File: src/rtl/motor_driver.sv
`default_nettype none
// ============================================================================
// Module      : motor_driver
// Description : Dual H-bridge driver with soft duty ramping and dead-time.
//               Decodes a one-hot motion command into per-motor polarity and
//               drives the polarity pins and a shared PWM duty. Any polarity
//               change or stop ramps the duty down to zero and then holds
//               every bridge input low for a dead-time, so the bridge never
//               shoots through or reverses abruptly.
//
// Ports       : clkin      - system clock
//               reset      - synchronous, active-high reset
//               direction  - one-hot command (FWD/IDLE/BWD/LEFT/RIGHT)
//               enable     - drive enable; low forces an immediate stop
//               in1..in4   - left fwd, left rev, right fwd, right rev pins
//               ena, enb   - left / right motor PWM enables
//               busy       - high while ramping or in dead-time
//               fault      - high while the command is not a legal code
//               duty       - current duty value (telemetry)
//
// Revision    : 1.0 - initial release
// ============================================================================
module motor_driver #(
    parameter int PWM_BITS  = 8,
    parameter int DUTY_MAX  = 200,
    parameter int RAMP_STEP = 8,
    parameter int RAMP_DIV  = 1000,
    parameter int DEADTIME  = 5000
) (
    input  logic                clkin,
    input  logic                reset,
    input  logic [4:0]          direction,
    input  logic                enable,
    output logic                in1,
    output logic                in2,
    output logic                in3,
    output logic                in4,
    output logic                ena,
    output logic                enb,
    output logic                busy,
    output logic                fault,
    output logic [PWM_BITS-1:0] duty
);

    localparam int c_PRE_W  = $clog2(RAMP_DIV);
    localparam int c_DEAD_W = $clog2(DEADTIME + 1);

    localparam logic [c_PRE_W-1:0]  c_PRE_LAST  = c_PRE_W'(RAMP_DIV - 1);
    localparam logic [c_DEAD_W-1:0] c_DEAD_LOAD = c_DEAD_W'(DEADTIME);
    localparam logic [c_DEAD_W-1:0] c_DEAD_ONE  = c_DEAD_W'(1);
    localparam logic [PWM_BITS:0]   c_STEP_WIDE = (PWM_BITS + 1)'(RAMP_STEP);
    localparam logic [PWM_BITS:0]   c_MAX_WIDE  = (PWM_BITS + 1)'(DUTY_MAX);
    localparam logic [PWM_BITS-1:0] c_DUTY_MAX  = PWM_BITS'(DUTY_MAX);

    // Polarity is kept directly in pin order {in1,in2,in3,in4}:
    // per motor 2'b10 = forward, 2'b01 = reverse, 2'b00 = stop.
    localparam logic [3:0] c_POL_STOP = 4'b0000;
    localparam logic [3:0] c_POL_FWD  = 4'b1010;
    localparam logic [3:0] c_POL_BWD  = 4'b0101;
    localparam logic [3:0] c_POL_LEFT = 4'b0110;
    localparam logic [3:0] c_POL_RGHT = 4'b1001;

    typedef enum logic [2:0] {
        ST_STOPPED   = 3'd0,
        ST_RAMP_UP   = 3'd1,
        ST_RUN       = 3'd2,
        ST_RAMP_DOWN = 3'd3,
        ST_DEAD      = 3'd4
    } state_t;

    state_t                r_state;
    state_t                w_state_nxt;
    logic [3:0]            r_pol;
    logic [3:0]            w_pol_nxt;
    logic [3:0]            r_tgt;
    logic                  r_fault;
    logic [PWM_BITS-1:0]   r_duty;
    logic [PWM_BITS-1:0]   w_duty_nxt;
    logic [c_PRE_W-1:0]    r_pre;
    logic [c_PRE_W-1:0]    w_pre_nxt;
    logic [c_DEAD_W-1:0]   r_dead;
    logic [c_DEAD_W-1:0]   w_dead_nxt;
    logic [PWM_BITS-1:0]   r_cnt;
    logic                  r_pwm;

    logic [3:0]            w_tgt;
    logic                  w_legal;
    logic                  w_tick;
    logic                  w_drive;
    logic                  w_ramping;
    logic [PWM_BITS:0]     w_up_sum;
    logic [PWM_BITS:0]     w_dn_diff;
    logic [PWM_BITS-1:0]   w_up_clamp;
    logic [PWM_BITS-1:0]   w_dn_clamp;

    // ------------------------------------------------------------------
    // Command decode (registered into r_tgt / r_fault)
    // ------------------------------------------------------------------
    always_comb begin
        w_tgt   = c_POL_STOP;
        w_legal = 1'b1;
        case (direction)
            5'b00001: w_tgt = c_POL_FWD;
            5'b00010: w_tgt = c_POL_STOP;
            5'b00100: w_tgt = c_POL_BWD;
            5'b01000: w_tgt = c_POL_LEFT;
            5'b10000: w_tgt = c_POL_RGHT;
            default:  w_legal = 1'b0;
        endcase
    end

    // ------------------------------------------------------------------
    // Duty arithmetic: one bit wider than the duty, then clamped so the
    // ramp can never wrap past zero or overshoot full speed.
    // ------------------------------------------------------------------
    always_comb begin
        w_up_sum   = {1'b0, r_duty} + c_STEP_WIDE;
        w_dn_diff  = {1'b0, r_duty} - c_STEP_WIDE;
        w_up_clamp = (w_up_sum > c_MAX_WIDE) ? c_DUTY_MAX : w_up_sum[PWM_BITS-1:0];
        w_dn_clamp = w_dn_diff[PWM_BITS] ? '0 : w_dn_diff[PWM_BITS-1:0];
    end

    assign w_tick    = (r_pre == c_PRE_LAST);
    assign w_drive   = (r_state == ST_RAMP_UP) || (r_state == ST_RUN) ||
                       (r_state == ST_RAMP_DOWN);
    assign w_ramping = (r_state == ST_RAMP_UP) || (r_state == ST_RAMP_DOWN);

    // ------------------------------------------------------------------
    // Next-state logic
    // ------------------------------------------------------------------
    always_comb begin
        w_state_nxt = r_state;
        w_duty_nxt  = r_duty;
        w_pol_nxt   = r_pol;
        w_dead_nxt  = r_dead;

        if (!enable) begin
            // Immediate stop, no dead-time: every bridge input goes low now.
            w_state_nxt = ST_STOPPED;
            w_duty_nxt  = '0;
            w_pol_nxt   = c_POL_STOP;
            w_dead_nxt  = '0;
        end else begin
            case (r_state)
                ST_STOPPED: begin
                    w_duty_nxt = '0;
                    w_dead_nxt = '0;
                    if (r_tgt != c_POL_STOP) begin
                        w_pol_nxt   = r_tgt;
                        w_state_nxt = ST_RAMP_UP;
                    end
                end

                ST_RAMP_UP: begin
                    // A target change beats a coincident tick: no step applied.
                    if (r_tgt != r_pol) begin
                        w_state_nxt = ST_RAMP_DOWN;
                    end else if (r_duty >= c_DUTY_MAX) begin
                        w_duty_nxt  = c_DUTY_MAX;
                        w_state_nxt = ST_RUN;
                    end else if (w_tick) begin
                        w_duty_nxt = w_up_clamp;
                        if (w_up_clamp == c_DUTY_MAX) begin
                            w_state_nxt = ST_RUN;
                        end
                    end
                end

                ST_RUN: begin
                    w_duty_nxt = c_DUTY_MAX;
                    if (r_tgt != r_pol) begin
                        w_state_nxt = ST_RAMP_DOWN;
                    end
                end

                ST_RAMP_DOWN: begin
                    // Command reverted before reaching zero: climb back from
                    // wherever the duty currently is, skipping the dead-time.
                    if ((r_tgt == r_pol) && (r_tgt != c_POL_STOP)) begin
                        w_state_nxt = ST_RAMP_UP;
                    end else if (r_duty == '0) begin
                        w_state_nxt = ST_DEAD;
                        w_dead_nxt  = c_DEAD_LOAD;
                    end else if (w_tick) begin
                        w_duty_nxt = w_dn_clamp;
                        if (w_dn_clamp == '0) begin
                            w_state_nxt = ST_DEAD;
                            w_dead_nxt  = c_DEAD_LOAD;
                        end
                    end
                end

                ST_DEAD: begin
                    // Loaded with DEADTIME on entry; the edge that takes it
                    // from 1 to 0 is the expiry, giving DEADTIME dead cycles.
                    if (r_dead <= c_DEAD_ONE) begin
                        w_dead_nxt = '0;
                        if (r_tgt == c_POL_STOP) begin
                            w_state_nxt = ST_STOPPED;
                        end else begin
                            w_pol_nxt   = r_tgt;
                            w_state_nxt = ST_RAMP_UP;
                        end
                    end else begin
                        w_dead_nxt = r_dead - c_DEAD_ONE;
                    end
                end

                default: begin
                    w_state_nxt = ST_STOPPED;
                    w_duty_nxt  = '0;
                    w_pol_nxt   = c_POL_STOP;
                    w_dead_nxt  = '0;
                end
            endcase
        end
    end

    // Prescaler restarts on every state change so each ramp state sees its
    // first step a full RAMP_DIV cycles after entry.
    always_comb begin
        w_pre_nxt = '0;
        if ((w_state_nxt == r_state) && w_ramping && !w_tick) begin
            w_pre_nxt = r_pre + c_PRE_W'(1);
        end
    end

    // ------------------------------------------------------------------
    // Registers
    // ------------------------------------------------------------------
    always_ff @(posedge clkin) begin
        if (reset) begin
            r_state <= ST_STOPPED;
            r_pol   <= c_POL_STOP;
            r_tgt   <= c_POL_STOP;
            r_fault <= 1'b0;
            r_duty  <= '0;
            r_pre   <= '0;
            r_dead  <= '0;
            r_cnt   <= '0;
            r_pwm   <= 1'b0;
        end else begin
            r_state <= w_state_nxt;
            r_pol   <= w_pol_nxt;
            r_tgt   <= w_tgt;
            r_fault <= ~w_legal;
            r_duty  <= w_duty_nxt;
            r_pre   <= w_pre_nxt;
            r_dead  <= w_dead_nxt;
            r_cnt   <= r_cnt + PWM_BITS'(1);
            r_pwm   <= enable && w_drive && (r_cnt < r_duty);
        end
    end

    // ------------------------------------------------------------------
    // Outputs
    // ------------------------------------------------------------------
    assign {in1, in2, in3, in4} = w_drive ? r_pol : c_POL_STOP;
    assign ena   = r_pwm;
    assign enb   = r_pwm;
    assign busy  = w_ramping || (r_state == ST_DEAD);
    assign fault = r_fault;
    assign duty  = r_duty;

endmodule
`default_nettype wire

File: config.mk
export PLATFORM = sky130hd
export DESIGN_NAME = motor_driver
export DESIGN_NICKNAME = d
export VERILOG_FILES = /design/src/rtl/motor_driver.sv
export SDC_FILE = /design/constraint.sdc
export NUM_CORES = 1
export LEC_CHECK = 0
export ABC_CLOCK_PERIOD_IN_PS = 2900
export CORE_ASPECT_RATIO = 0.75
export CORE_UTILIZATION = 46
export DETAILED_ROUTE_END_ITERATION = 16
export PLACE_DENSITY = 0.73
export SYNTH_ARGS = -nofsm -noshare
export SYNTH_HDL_FRONTEND = slang
export SYNTH_SLANG_ARGS = --single-unit
export TNS_END_PERCENT = 10
File: constraint.sdc
create_clock -name clkin -period 2.9 [get_ports clkin]
set_clock_uncertainty 0.15 [all_clocks]
set_input_delay 0.58 -clock clkin [delete_from_list [all_inputs] [get_ports clkin]]
set_output_delay 0.58 -clock clkin [all_outputs]
set_load 0.01 [all_outputs]
# [Word level (Yosys, flattened, before mapping)]
# Cells that the tools add are included.
[op_classes] n_addsub=5 order_cmp=4 eq_ne=24 n_mux=36 bitwise=6 reduce_logical=23
[ops] cell="$mux 13" count=5
[ops] cell="$mux 8" count=8
[ops] cell="$pmux 13 s3" count=1
[ops] cell="$mux 3" count=12
[ops] cell="$pmux 8 s4" count=1
[ops] cell="$logic_not 8->1" count=2
[ops] cell="$mux 4" count=4
[ops] cell="$pmux 4 s4" count=1
[ops] cell="$pmux 3 s5" count=1
[ops] cell="$ne 2x2->1 const B" count=7
[ops] cell="$le 13x1->1 const B" count=1
[ops] cell="$sub 13x1->13 const B" count=1
[ops] cell="$pmux 4 s3" count=1
[ops] cell="$add 10x1->10 const B" count=1
[ops] cell="$eq 10x10->1 const B" count=1
[ops] cell="$add 8x4->9 const B" count=1
[ops] cell="$gt 9x8->1 const B" count=1
[ops] cell="$sub 8x4->9 const B" count=1
[ops] cell="$add 8x1->8 const B" count=1
[ops] cell="$eq 8x8->1 const B" count=1
[ops] cell="$ge 8x8->1 const B" count=1
[ops] cell="$lt 8x8->1" count=1
[ops] cell="$reduce_and 4->1" count=2
[ops] cell="$eq 3x2->1 const B" count=2
[ops] cell="other kinds (24)" count=40
[word_totals] ff_bits=52 in_bits=8 output_inout_bits=16 wordCells=107

# [Depth between registers and ports, before layout]
[logic_depth] word_depth=15 ltp_mapped=10 depth_no_buf=8

# [Least setup slack after synthesis]
# Ideal clock, no wire load.
[synth_timing] kind="flip-flop to flip-flop" start="register r_duty[3] (netlist: duty[3])" end="register r_pre[2]" setup_ns=0.131 arrival_time_ns=2.186 required_time_ns=2.619 setup_slack_ns=0.433 path_stages_with_launch=11 n_path_buf=2 synth_period_minus_slack_ns=2.467 path_cell_list="dfxtp_1 > buf_2 > inv_1 > ha_1 > xnor2_1 > a32o_1 > o211a_1 > o221ai_1 > o31ai_1 > buf_6 > nor3_2"
[synth_between] elab_chain_len=15 word_cells_on_any_way=24 classes_between="add/sub (2); order compare (2); eq/ne (2); mux (12); bitwise (1); reduce/logical (5)"
[synth_lines] element="start, declared" line_no="77" rtl="logic [PWM_BITS-1:0] r_duty;"
[synth_lines] element="start signal, assigned" line_no="247" rtl="r_duty <= w_duty_nxt;"
[synth_lines] element="$add 8x4->9" line_no="117" rtl="w_up_sum = {1'b0, r_duty} + c_STEP_WIDE;"
[synth_lines] element="$gt 9x8->1" line_no="119" rtl="w_up_clamp = (w_up_sum > c_MAX_WIDE) ? c_DUTY_MAX : w_up_sum[PWM_BITS-1:0];"
[synth_lines] element="$mux 8" line_no="119"
[synth_lines] element="$eq 8x8->1" line_no="163" rtl="if (w_up_clamp == c_DUTY_MAX) begin"
[synth_lines] element="$mux 3" line_no="163"
[synth_lines] element="$mux 3" line_no="161" rtl="end else if (w_tick) begin"
[synth_lines] element="$mux 3" line_no="158" rtl="end else if (r_duty >= c_DUTY_MAX) begin"
[synth_lines] element="$mux 3" line_no="156" rtl="if (r_tgt != r_pol) begin"
[synth_lines] element="$pmux 3 s5 (*)" line_no="144" rtl="case (r_state)"
[synth_lines] element="$mux 3 (*)" line_no="137" rtl="if (!enable) begin"
[synth_lines] element="$eq 3x3->1 (*)" line_no="223" rtl="if ((w_state_nxt == r_state) && w_ramping && !w_tick) begin"
[synth_lines] element="$logic_and 1x1->1 (*) (2 in a row)" line_no="223"
[synth_lines] element="$not 1->1 (no line) (*)"
[synth_lines] element="$reduce_or 2->1 (no line) (*)"
[synth_lines] element="end signal, assigned" line_no="248" rtl="r_pre <= w_pre_nxt;"
[synth_lines] element="end, declared" line_no="79" rtl="logic [c_PRE_W-1:0] r_pre;"
# Mark *: on every way between the ends. The rest lies on a longest branch, timed or not.
# A chain may end at the register's enable or synchronous reset.

# [Final worst setup path]
[layout_timing] start="register r_duty[4] (netlist: duty[4])" end="register r_pre[9]"
# Same word-level chain as after synthesis.

==> impl_results.md <==
* Run status: finished clean
* CTS clk-pin slew, worst paths at 0.09 ns
* Mapped cell area at 3220 um2
* Die X at 98.7 um
* Global route total overflow at 0
* Worst Setup Path Type: register to register
* Tot Pwr at 1.33 mW
* Die area at 7350 um2
* First-pass GRT wire length at 12300 um
* Min-delay worst type: register to register
* Placed Instances at 483
* Slew Limit Fails at 0
* Period utilization at 89.2%
* Worst endpoint required time at 2.93 ns
* Leakage power at 1.29 nW
* CTS resizes at 0
* Worst-Skew Late Latency at 0.31 ns
* Dpl ws at 0.374 ns
* Yosys reg bits at 52
* Power density cells at 366 nW/um2
* CTS tree: built
* Initial antenna violation count at 0
* Most common cell in the netlist: dfxtp_1
* Synth unique cells at 66
* Shortest period the worst path allows at 2.59 ns
* DRC at 0
* Synth top cells by count: dfxtp_1 (52), nor2_1 (38), a21oi_1 (32)
* Syn avg cell area at 8.44 um2
* Final Non-Filler Cells at 490
* Number of port buffers at 23
* Clk root buf: clkbuf_8
* Largest net degree at the start of global routing at 18
* Reg2Reg Setup Slack at 0.31 ns
* CTS max path bufs at 2
* Total CTS buffers at 5
* Startpoint Class: register
* Number of diodes at 0
* Htree depth at 2
* Initial Utilization at 47.4%
* Final hold vios at 0
* Peak VDD IR at 0.242 mV
* Syn-to-layout area delta at 13.1%
* DRT iter0 DRCs at 317
* Layout filler cell count at 623
* Fmax achieved at 386 MHz
* GPL Wtd Cong at 0.960
* Post-CTS Hold Buffers at 0
* CTS Sinks at 52
* Io pins at 24
* Pre-antenna DRT Iters at 5
* Post-synth top area cell: dfxtp_1
* Final WL at 7230 um
* Sequential fraction of the synthesis area at 32.3%
* Avg WL per Cell at 14.7 um
* Max Fanout on Critical Path at 11
* Tot GR Track Use at 21.1%
* Std-Cell Rows at 26
* Layout Nets at 428
* Synth top area cells: dfxtp_1 (32%), ha_1 (5.4%), a21oi_1 (5.0%)
* Post-DP HPWL at 5390 um
* Total core area at 6800 um2
* Final Util at 53.6%
* Die height at 74.5 um
* Worst Tran Pin Value at 0.678 ns
* ANT nets after route at 0
* Share of cells above drive strength 1 at 12.8%
* Final TNS setup at 0 ns
* PnR worst setup slack at 0.312 ns
* RSZ-0062 raised after global routing: false
* Setup violators final at 0
* Post-CTS Setup Inserts at 0
* CP endpoint kind: register
* Prevailing post-synth register cell: dfxtp_1
* Slew headroom at 54.4%
* Synth async-reset ratio at 0%
* Routed vias/inst at 5.90
* Syn nets at 404
* Vias in the first global route at 2600
* Post-synth EDFFs at 0
* Yosys warning count at 0
* Max Cap Viol at 0
* Arr. time, crit path at 2.62 ns
* Via count at 2890
* Gate Count Post-Synth at 382
* Synth top area share at 32.3%
report_power, final:
group          switching (mW)  internal [mW]  total (mW)
Sequential             0.0105          0.724       0.734
Combinational           0.118         0.0815       0.200
Clock                   0.235          0.164       0.399
layout by cell type (no fill, tap or decap), drive strengths merged, types with 9 or more instances in the layout:
| master | netlist | layout |
|---|---|---|
| nand3 | 16 | 16 |
| nand2 | 14 | 14 |
| a21oi | 33 | 33 |
| nor3 | 17 | 17 |
| nor2 | 38 | 38 |
| xnor2 | 15 | 15 |
| buf | 8 | 11 |
| nand4 | 9 | 9 |
| o21ai | 24 | 24 |
| dfxtp | 52 | 52 |
| inv | 16 | 16 |
| clkdlybuf4s50 | 0 | 23 |
| xor2 | 9 | 9 |
| ha | 14 | 14 |
flip-flops by register name, summed over array words and instances, names as in the netlist:
register	count
r_state	3
r_tgt	4
r_dead	13
r_pre	10
ena	1
r_pol	4
duty	8
r_cnt	8
fault	1
area by class of cell:
cell class | count | area, um2 | share of cell area [%]
multi-input cells | 296 | 2040 | 56.0
flip-flops and latches | 52 | 1040 | 28.6
repair buffers | 34 | 313 | 8.58
well taps | 84 | 105 | 2.88
clock buffers | 5 | 68.8 | 1.89
inverters | 17 | 63.8 | 1.75
clock inverters | 2 | 12.5 | 0.343
cells by family (layout without fill, tap and decap cells):
family | count (synthesis) | count (layout) | synth area share, %
DFF | 52 | 52 | 32.3
buffers and inverters | 34 | 58 | 4.50
xor gates and xnor gates | 24 | 24 | 6.52
muxes | 5 | 5 | 1.55
adders and majority gates | 14 | 14 | 5.43
AOI/OAI and AO/OA | 107 | 107 | 23.4
and+or+nand+nor | 146 | 146 | 26.3
per-stage QoR:
step           hold slack [ns]  area [um2]
6_report                 0.320        3650
5_1_grt                  0.353        3650
4_1_cts                  0.319        3650
3_5_place_dp             0.304        3560
3_3_place_gp             0.292        3560
2_1_floorplan            0.271        3220
per-layer routing:
layer / global-route usage, % / part of all wire (%) / wire (um)
met1: 29.4 / 51 / 3660
met2: 32.4 / 42 / 3050
met3: 4.42 / 5.7 / 409
met4: 7.96 / 1.5 / 106
met5: 0 / 0 / 0
worst max-delay path: stages, from the launching register on:
cell and delay, ns:
dfxtp_1 0.49, inv_1 0.15, ha_1 0.26, xnor2_1 0.15, a32o_1 0.33, o211a_1 0.20, o221ai_1 0.13, o31ai_2 0.25
buf_4 0.27, nor3_1 0.08
worst paths after layout:
path                            startpoint  depth (start not counted)    endpoint
worst max-delay path               duty[4]                          9    r_pre[9]
worst min-delay path            r_dead[11]                          1  r_dead[11]
worst max register to register     duty[4]                          9    r_pre[9]
worst min register to register  r_dead[11]                          1  r_dead[11]
No activity file was read; power rests on OpenSTA's default activity.
